### config.mk
export PLATFORM = sky130hd
export DESIGN_NAME = load_store_unit
export DESIGN_NICKNAME = d
export VERILOG_FILES = /design/src/rtl/load_store_unit.sv
export SDC_FILE = /design/constraint.sdc
export NUM_CORES = 1
export LEC_CHECK = 0
export CORE_ASPECT_RATIO = 1.1
export CORE_MARGIN = 4
export CORE_UTILIZATION = 45
export CTS_CLUSTER_DIAMETER = 50
export DETAILED_ROUTE_END_ITERATION = 12
export PLACE_DENSITY = 0.75
export SLEW_MARGIN = 25
export SYNTH_ARGS = -nofsm -noshare
export SYNTH_HDL_FRONTEND = slang
export SYNTH_SLANG_ARGS = --single-unit
export TNS_END_PERCENT = 100
### constraint.sdc
create_clock -name clk -period 5.2 [get_ports clk]
set_clock_uncertainty 0.1 [all_clocks]
set_input_delay 1.04 -clock clk [delete_from_list [all_inputs] [get_ports clk]]
set_output_delay 1.04 -clock clk [all_outputs]
set_load 0.01 [all_outputs]
### src/rtl/load_store_unit.sv
// ---------------------------------------------------------------------------
// load_store_unit
//
// Memory-stage load/store unit sitting between a single-cycle datapath and a
// 32-bit data bus. Byte, half and word accesses take one bus beat; doubles
// take two beats (lower word at a, upper word at a+4). Loads are sign- or
// zero-extended to 64 bits. The processor is held with `stall` until the
// access completes, which is signalled by a one-cycle `done` pulse.
//
// Parameters
//   MAX_WAIT    bus_req cycles without bus_ack before the access aborts
//
// Ports
//   clk, rst                  clock, synchronous active-low reset
//   mem_read, mem_write       load / store request (store wins if both)
//   size                      00 byte, 01 half, 10 word, 11 double
//   unsigned_ld               1 = zero-extend loads, 0 = sign-extend
//   addr, wdata               byte address (only [31:0] used), store data
//   rdata, done, stall        extended load result, completion, hold
//   misaligned, bus_err       completion status (valid with done)
//   bus_req, bus_we, bus_addr, bus_wdata, bus_be   bus request side
//   bus_ack, bus_rdata        bus response side
// ---------------------------------------------------------------------------
module load_store_unit #(
  parameter int MAX_WAIT = 15
) (
  input  logic        clk,
  input  logic        rst,
  input  logic        mem_read,
  input  logic        mem_write,
  input  logic [1:0]  size,
  input  logic        unsigned_ld,
  input  logic [63:0] addr,
  input  logic [63:0] wdata,
  output logic [63:0] rdata,
  output logic        done,
  output logic        stall,
  output logic        misaligned,
  output logic        bus_err,
  output logic        bus_req,
  output logic        bus_we,
  output logic [31:0] bus_addr,
  output logic [31:0] bus_wdata,
  output logic [3:0]  bus_be,
  input  logic        bus_ack,
  input  logic [31:0] bus_rdata
);

  // Counter only ever has to hold 0 .. MAX_WAIT-1.
  localparam int CW = (MAX_WAIT < 2) ? 1 : $clog2(MAX_WAIT);
  localparam logic [CW-1:0] WAIT_LAST = CW'(MAX_WAIT - 1);

  typedef enum logic [1:0] {IDLE, ACC0, ACC1, RESP} state_t;

  state_t          state;
  logic [CW-1:0]   wait_cnt;

  // Request fields captured at accept; the datapath may change them freely
  // while stalled.
  logic [31:0]     a_q;
  logic [1:0]      size_q;
  logic            uns_q;
  logic [31:0]     wd_hi_q;
  logic [31:0]     lo_q;

  logic            req;
  logic            accept;
  logic            lo_capture;
  logic            unused_addr_hi;

  assign req            = mem_read | mem_write;
  assign accept         = (state == IDLE) && req;
  assign lo_capture     = (state == ACC0) && bus_ack;
  assign unused_addr_hi = ^addr[63:32];

  assign stall = accept || (state == ACC0) || (state == ACC1);

  // -------------------------------------------------------------------------
  // Helper functions
  // -------------------------------------------------------------------------
  function automatic logic is_misaligned(input logic [1:0] sz,
                                         input logic [2:0] off);
    unique case (sz)
      2'b00:   return 1'b0;
      2'b01:   return off[0];
      2'b10:   return |off[1:0];
      default: return |off[2:0];
    endcase
  endfunction

  function automatic logic [3:0] lane_be(input logic [1:0] sz,
                                         input logic [1:0] off);
    unique case (sz)
      2'b00:   return 4'b0001 << off;
      2'b01:   return 4'b0011 << off;
      default: return 4'b1111;
    endcase
  endfunction

  function automatic logic [31:0] lane_wdata(input logic [1:0]  sz,
                                             input logic [31:0] wd);
    unique case (sz)
      2'b00:   return {4{wd[7:0]}};
      2'b01:   return {2{wd[15:0]}};
      default: return wd;
    endcase
  endfunction

  // Extract the addressed lane from one bus word and extend it to 64 bits.
  function automatic logic [63:0] load_extend(input logic [1:0]  sz,
                                              input logic [1:0]  off,
                                              input logic        uns,
                                              input logic [31:0] word);
    logic signed [7:0]  b;
    logic signed [15:0] h;
    logic signed [31:0] w;
    b = word[{off, 3'b000} +: 8];
    h = off[1] ? word[31:16] : word[15:0];
    w = word;
    unique case (sz)
      2'b00:   return uns ? {56'd0, b} : {{56{b[7]}}, b};
      2'b01:   return uns ? {48'd0, h} : {{48{h[15]}}, h};
      default: return uns ? {32'd0, w} : {{32{w[31]}}, w};
    endcase
  endfunction

  // -------------------------------------------------------------------------
  // Request capture (data only, no reset needed)
  // -------------------------------------------------------------------------
  always_ff @(posedge clk) begin
    if (accept) begin
      a_q     <= addr[31:0];
      size_q  <= size;
      uns_q   <= unsigned_ld;
      wd_hi_q <= wdata[63:32];
    end
    if (lo_capture) begin
      lo_q <= bus_rdata;
    end
  end

  // -------------------------------------------------------------------------
  // Control FSM with registered outputs. Bus signals are loaded on the edge
  // that enters ACC0/ACC1 so they are stable for the whole beat, and cleared
  // on the edge that leaves.
  // -------------------------------------------------------------------------
  always_ff @(posedge clk) begin
    if (!rst) begin
      state      <= IDLE;
      wait_cnt   <= '0;
      rdata      <= '0;
      done       <= 1'b0;
      misaligned <= 1'b0;
      bus_err    <= 1'b0;
      bus_req    <= 1'b0;
      bus_we     <= 1'b0;
      bus_addr   <= '0;
      bus_wdata  <= '0;
      bus_be     <= '0;
    end else begin
      done       <= 1'b0;
      misaligned <= 1'b0;
      bus_err    <= 1'b0;
      rdata      <= '0;

      unique case (state)
        IDLE: begin
          if (req) begin
            if (is_misaligned(size, addr[2:0])) begin
              state      <= RESP;
              done       <= 1'b1;
              misaligned <= 1'b1;
            end else begin
              state     <= ACC0;
              wait_cnt  <= '0;
              bus_req   <= 1'b1;
              bus_we    <= mem_write;
              bus_addr  <= {addr[31:2], 2'b00};
              bus_be    <= lane_be(size, addr[1:0]);
              bus_wdata <= lane_wdata(size, wdata[31:0]);
            end
          end
        end

        ACC0: begin
          if (bus_ack) begin
            if (size_q == 2'b11) begin
              // Second beat: doubles are 8-byte aligned, so a+4 is the
              // upper word of the same doubleword.
              state     <= ACC1;
              wait_cnt  <= '0;
              bus_addr  <= {a_q[31:2], 2'b00} + 32'd4;
              bus_be    <= 4'b1111;
              bus_wdata <= wd_hi_q;
            end else begin
              state     <= RESP;
              done      <= 1'b1;
              rdata     <= bus_we ? 64'd0
                                  : load_extend(size_q, a_q[1:0], uns_q, bus_rdata);
              bus_req   <= 1'b0;
              bus_we    <= 1'b0;
              bus_addr  <= '0;
              bus_be    <= '0;
              bus_wdata <= '0;
            end
          end else if (wait_cnt == WAIT_LAST) begin
            state     <= RESP;
            done      <= 1'b1;
            bus_err   <= 1'b1;
            bus_req   <= 1'b0;
            bus_we    <= 1'b0;
            bus_addr  <= '0;
            bus_be    <= '0;
            bus_wdata <= '0;
          end else begin
            wait_cnt <= wait_cnt + 1'b1;
          end
        end

        ACC1: begin
          if (bus_ack || (wait_cnt == WAIT_LAST)) begin
            state     <= RESP;
            done      <= 1'b1;
            bus_err   <= !bus_ack;
            rdata     <= (bus_we || !bus_ack) ? 64'd0 : {bus_rdata, lo_q};
            bus_req   <= 1'b0;
            bus_we    <= 1'b0;
            bus_addr  <= '0;
            bus_be    <= '0;
            bus_wdata <= '0;
          end else begin
            wait_cnt <= wait_cnt + 1'b1;
          end
        end

        // Single response cycle; stall is low so the request is not re-taken.
        RESP: begin
          state <= IDLE;
        end

        default: begin
          state <= IDLE;
        end
      endcase
    end
  end

endmodule
==> flow_summary.yaml <==
outcome:
  outcome: "finished, final reports clean"
sta:
  worst_pin_slew_ns: 0.9271
  fmax_ghz: 0.2746
  rsz0062_at_grt: "false"
  timing.slew.headroom_pct: 38.05
  setup-tns-final_ns: 0
  hold_viol: 0
  period_needed_ns: 3.642
  setup_violations: 0
  slew_violations: 0
  fin_crit_sh_pct: 70.04
cts:
  clk_path_buf_depth: 3
  post_cts_buffers: 0
  cts_made_buffers: 26
  ctsHtreeMaxLevel: 1
  clk_latency_ns: 0.52
  clk_pin_slew_ns: 0.06
  ctsHoldBuffers: 0
  cts.sinks: 240
  root_buffer: "clkbuf_16"
  cts_tree: "yes"
  cts_resized: 0
synthesis:
  synth_top_cell_area_share_pct: 29.66
  synth_edf_count: 99
  ys_types: 61
  synthCells: 935
  ys_async_sr_fraction_pct: 0
  avgSynthCellArea_um2: 10.72
  ys_warn_count: 0
  synth-seq-cells: 240
  synth_area_leaders: "edfxtp_1 30%, dfxtp_1 28%, o21ai_0 4.4%"
  yosysMostFrequentCell: "dfxtp_1"
  synth_area_um2: 10020
  seq_area_frac_synth_pct: 57.82
  synth_area_leader_cell: "edfxtp_1"
  ys_top_cells_by_count: "141 x dfxtp_1, 99 x edfxtp_1, 88 x o21ai_0, 73 x nand2_1, 70 x a21oi_1"
  ys_dominant_reg_cell: "dfxtp_1"
worst_setup_path:
  critPathLaunchType: "input pin"
  endpoint: "stall"
  worstRegToRegCells: 7
  startpoint: "mem_write"
  worst_ep_arrival_time_ns: 2.50
  reg2reg_to: "rdata[59]"
  worstSetupPathType: "input pin to primary output"
  required_ns: 4.06
  cpPeakStageDelay_ns: 0.64
  worstReg2RegStart: "state[0]"
  worst_setup_path_end_kind: "primary output"
  path_cells: "clkdlybuf4s50_1, nor2_1, o21ai_0, clkdlybuf4s50_1"
  reg2reg_slack_ns: 1.83
  cp_common_cell: "clkdlybuf4s50_1"
  slowest_stage: "clkdlybuf4s50_1"
  crit_fanout: 3
global_routing:
  grt-ovfl-total: 0
  grt_pass1_wl_um: 44710
  track_usage_pct: 22.71
  grt_pass1_vias: 8220
  antenna_found_initial: 1
  grt_max_degree: 65
pwr:
  power_density_nw_per_um2: 534.0
  p_sw_share_pct: 35.19
  comb_power_share_pct: 36.6
  power_frac_clock_pct: 24.2
  netSwitchingPower_mw: 2.583
  intPower_mw: 4.757
  power_mw: 7.340
  power_frac_seq_pct: 39.3
  ir_drop_mv: 0.4302
  power_leakage_nw: 5.149
layout:
  drive_gt1_share_pct: 8.033
  area_delta_synth_final_pct: 37.12
  final_util_pct: 62.37
  layout.nets: 1351
  instances_no_fill: 1492
floorplan:
  fp.dieH_um: 164.5
  ioPinCount: 306
  fp.dieArea_um2: 24730
  chipWidth_um: 150.3
  core-area_um2: 22040
  start_util_pct: 45.48
  rows: 57
route:
  viasPerCell: 5.645
  ant_nets: 0
  drc: 0
  dr.pass1.iters: 6
  wirelength_um: 29300
  vias: 8422
  first_iter_violations: 680
  routedWlPerCell_um: 19.64
placement:
  routabilityCongestion: 0.8671
  place_hpwl_um: 20040
  dp.cells: 1442
  portBuffers: 271
job:
  cap_viol_max_count: 0
min_path:
  hold_path_class: "flop to flop"
==> layout make-up <==
| type | instances | area [µm²] |
|---|---|---|
| diodes | 2 | 5.005 |
| clock buffers | 33 | 708.2 |
| clock inverters | 15 | 118.9 |
| fillers | 1801 | 8293 |
| inverters | 23 | 86.33 |
| multi-input cells | 599 | 3824 |
| flip-flops and latches | 240 | 5796 |
| well taps | 295 | 369.1 |
| repair buffers | 285 | 2838 |
==> layer usage <==
layer,global-route usage (%),up-vias,wire (µm)
li1,-,3979,-
met4,6.822,2,812
met1,29.13,3976,11800
met2,37.06,404,13790
met5,0,-,13
met3,6.943,61,2895
==> state kept, by name (all words and copies together) (netlist names), 2 cells and up <==
signal     flops
bus_be         4
wd_hi_q       32
lo_q          32
wait_cnt       4
state          2
size_q         2
a_q           32
bus_addr      30
bus_wdata     32
rdata         64
==> worst min path at each step <==
stage	cells after the start	end	slack, ns	from
final	2	rdata[9]	0.34	lo_q[9]
after global routing	2	rdata[8]	0.35	lo_q[8]
after CTS	2	rdata[9]	0.34	lo_q[9]
after detailed placement	2	rdata[9]	0.32	lo_q[9]
after global placement	2	rdata[12]	0.31	lo_q[12]
after floorplan	2	rdata[10]	0.31	lo_q[10]
==> cell usage in the layout (no fill, tap or decap), types with 6 or more instances in the layout <==
master	count
clkdlybuf4s50_1	271
xnor2_1	8
buf_4	12
a211oi_1	9
edfxtp_1	99
clkinv_2	7
a21o_1	33
nor3b_1	6
a221oi_1	46
o21ai_0	88
nand2_1	73
mux4_2	8
o22ai_1	6
inv_1	21
ha_1	8
dfxtp_1	141
nor3_1	35
nor2_1	60
clkbuf_16	27
nor4_1	14
mux2i_1	11
nand3_1	13
o211ai_1	8
and3_1	6
nand4_1	8
mux2_2	18
o31a_1	11
a21oi_1	70
and4_1	6
==> cells by family after synthesis <==
family | share of synthesized area, %
flip-flops | 57.82
buffers and inverters | 4.307
multiplexers | 4.918
AO/OA/AOI/OAI | 19.27
adder cells (fa/ha/maj) | 0.9987
other | 0.03741
XOR/XNOR | 0.7865
AND/OR/NAND/NOR | 11.86
==> through the flow <==
step                      cell area (µm²)  setup slack (ns)  hold slack (ns)
final                               13740             1.558           0.3355
after global placement              12890             1.216           0.3132
after floorplan                     10030            0.6453           0.3081
after CTS                           13740             1.574           0.3364
after detailed placement            12910             1.192           0.3229
after global routing                13740             1.526           0.3471
==> worst max-delay path, delay by kind of cell <==
family                 cells  cell delay, ns
AND/OR/NAND/NOR            1            0.11
buffers and inverters      2            1.15
AO/OA/AOI/OAI              1            0.21
==> power by group through the flow <==
| stage | Sequential, mW | Combinational (mW) | Clock, mW |
|---|---|---|---|
| after floorplan | 2.97 | 1.42 | 0 |
| after global placement | 2.90 | 2.62 | 0 |
| after detailed placement | 2.90 | 2.68 | 0 |
| after CTS | 2.88 | 2.70 | 1.81 |
| after global routing | 2.94 | 2.93 | 1.90 |
| final | 2.88 | 2.68 | 1.77 |
Power figures use the tool's default switching activity.
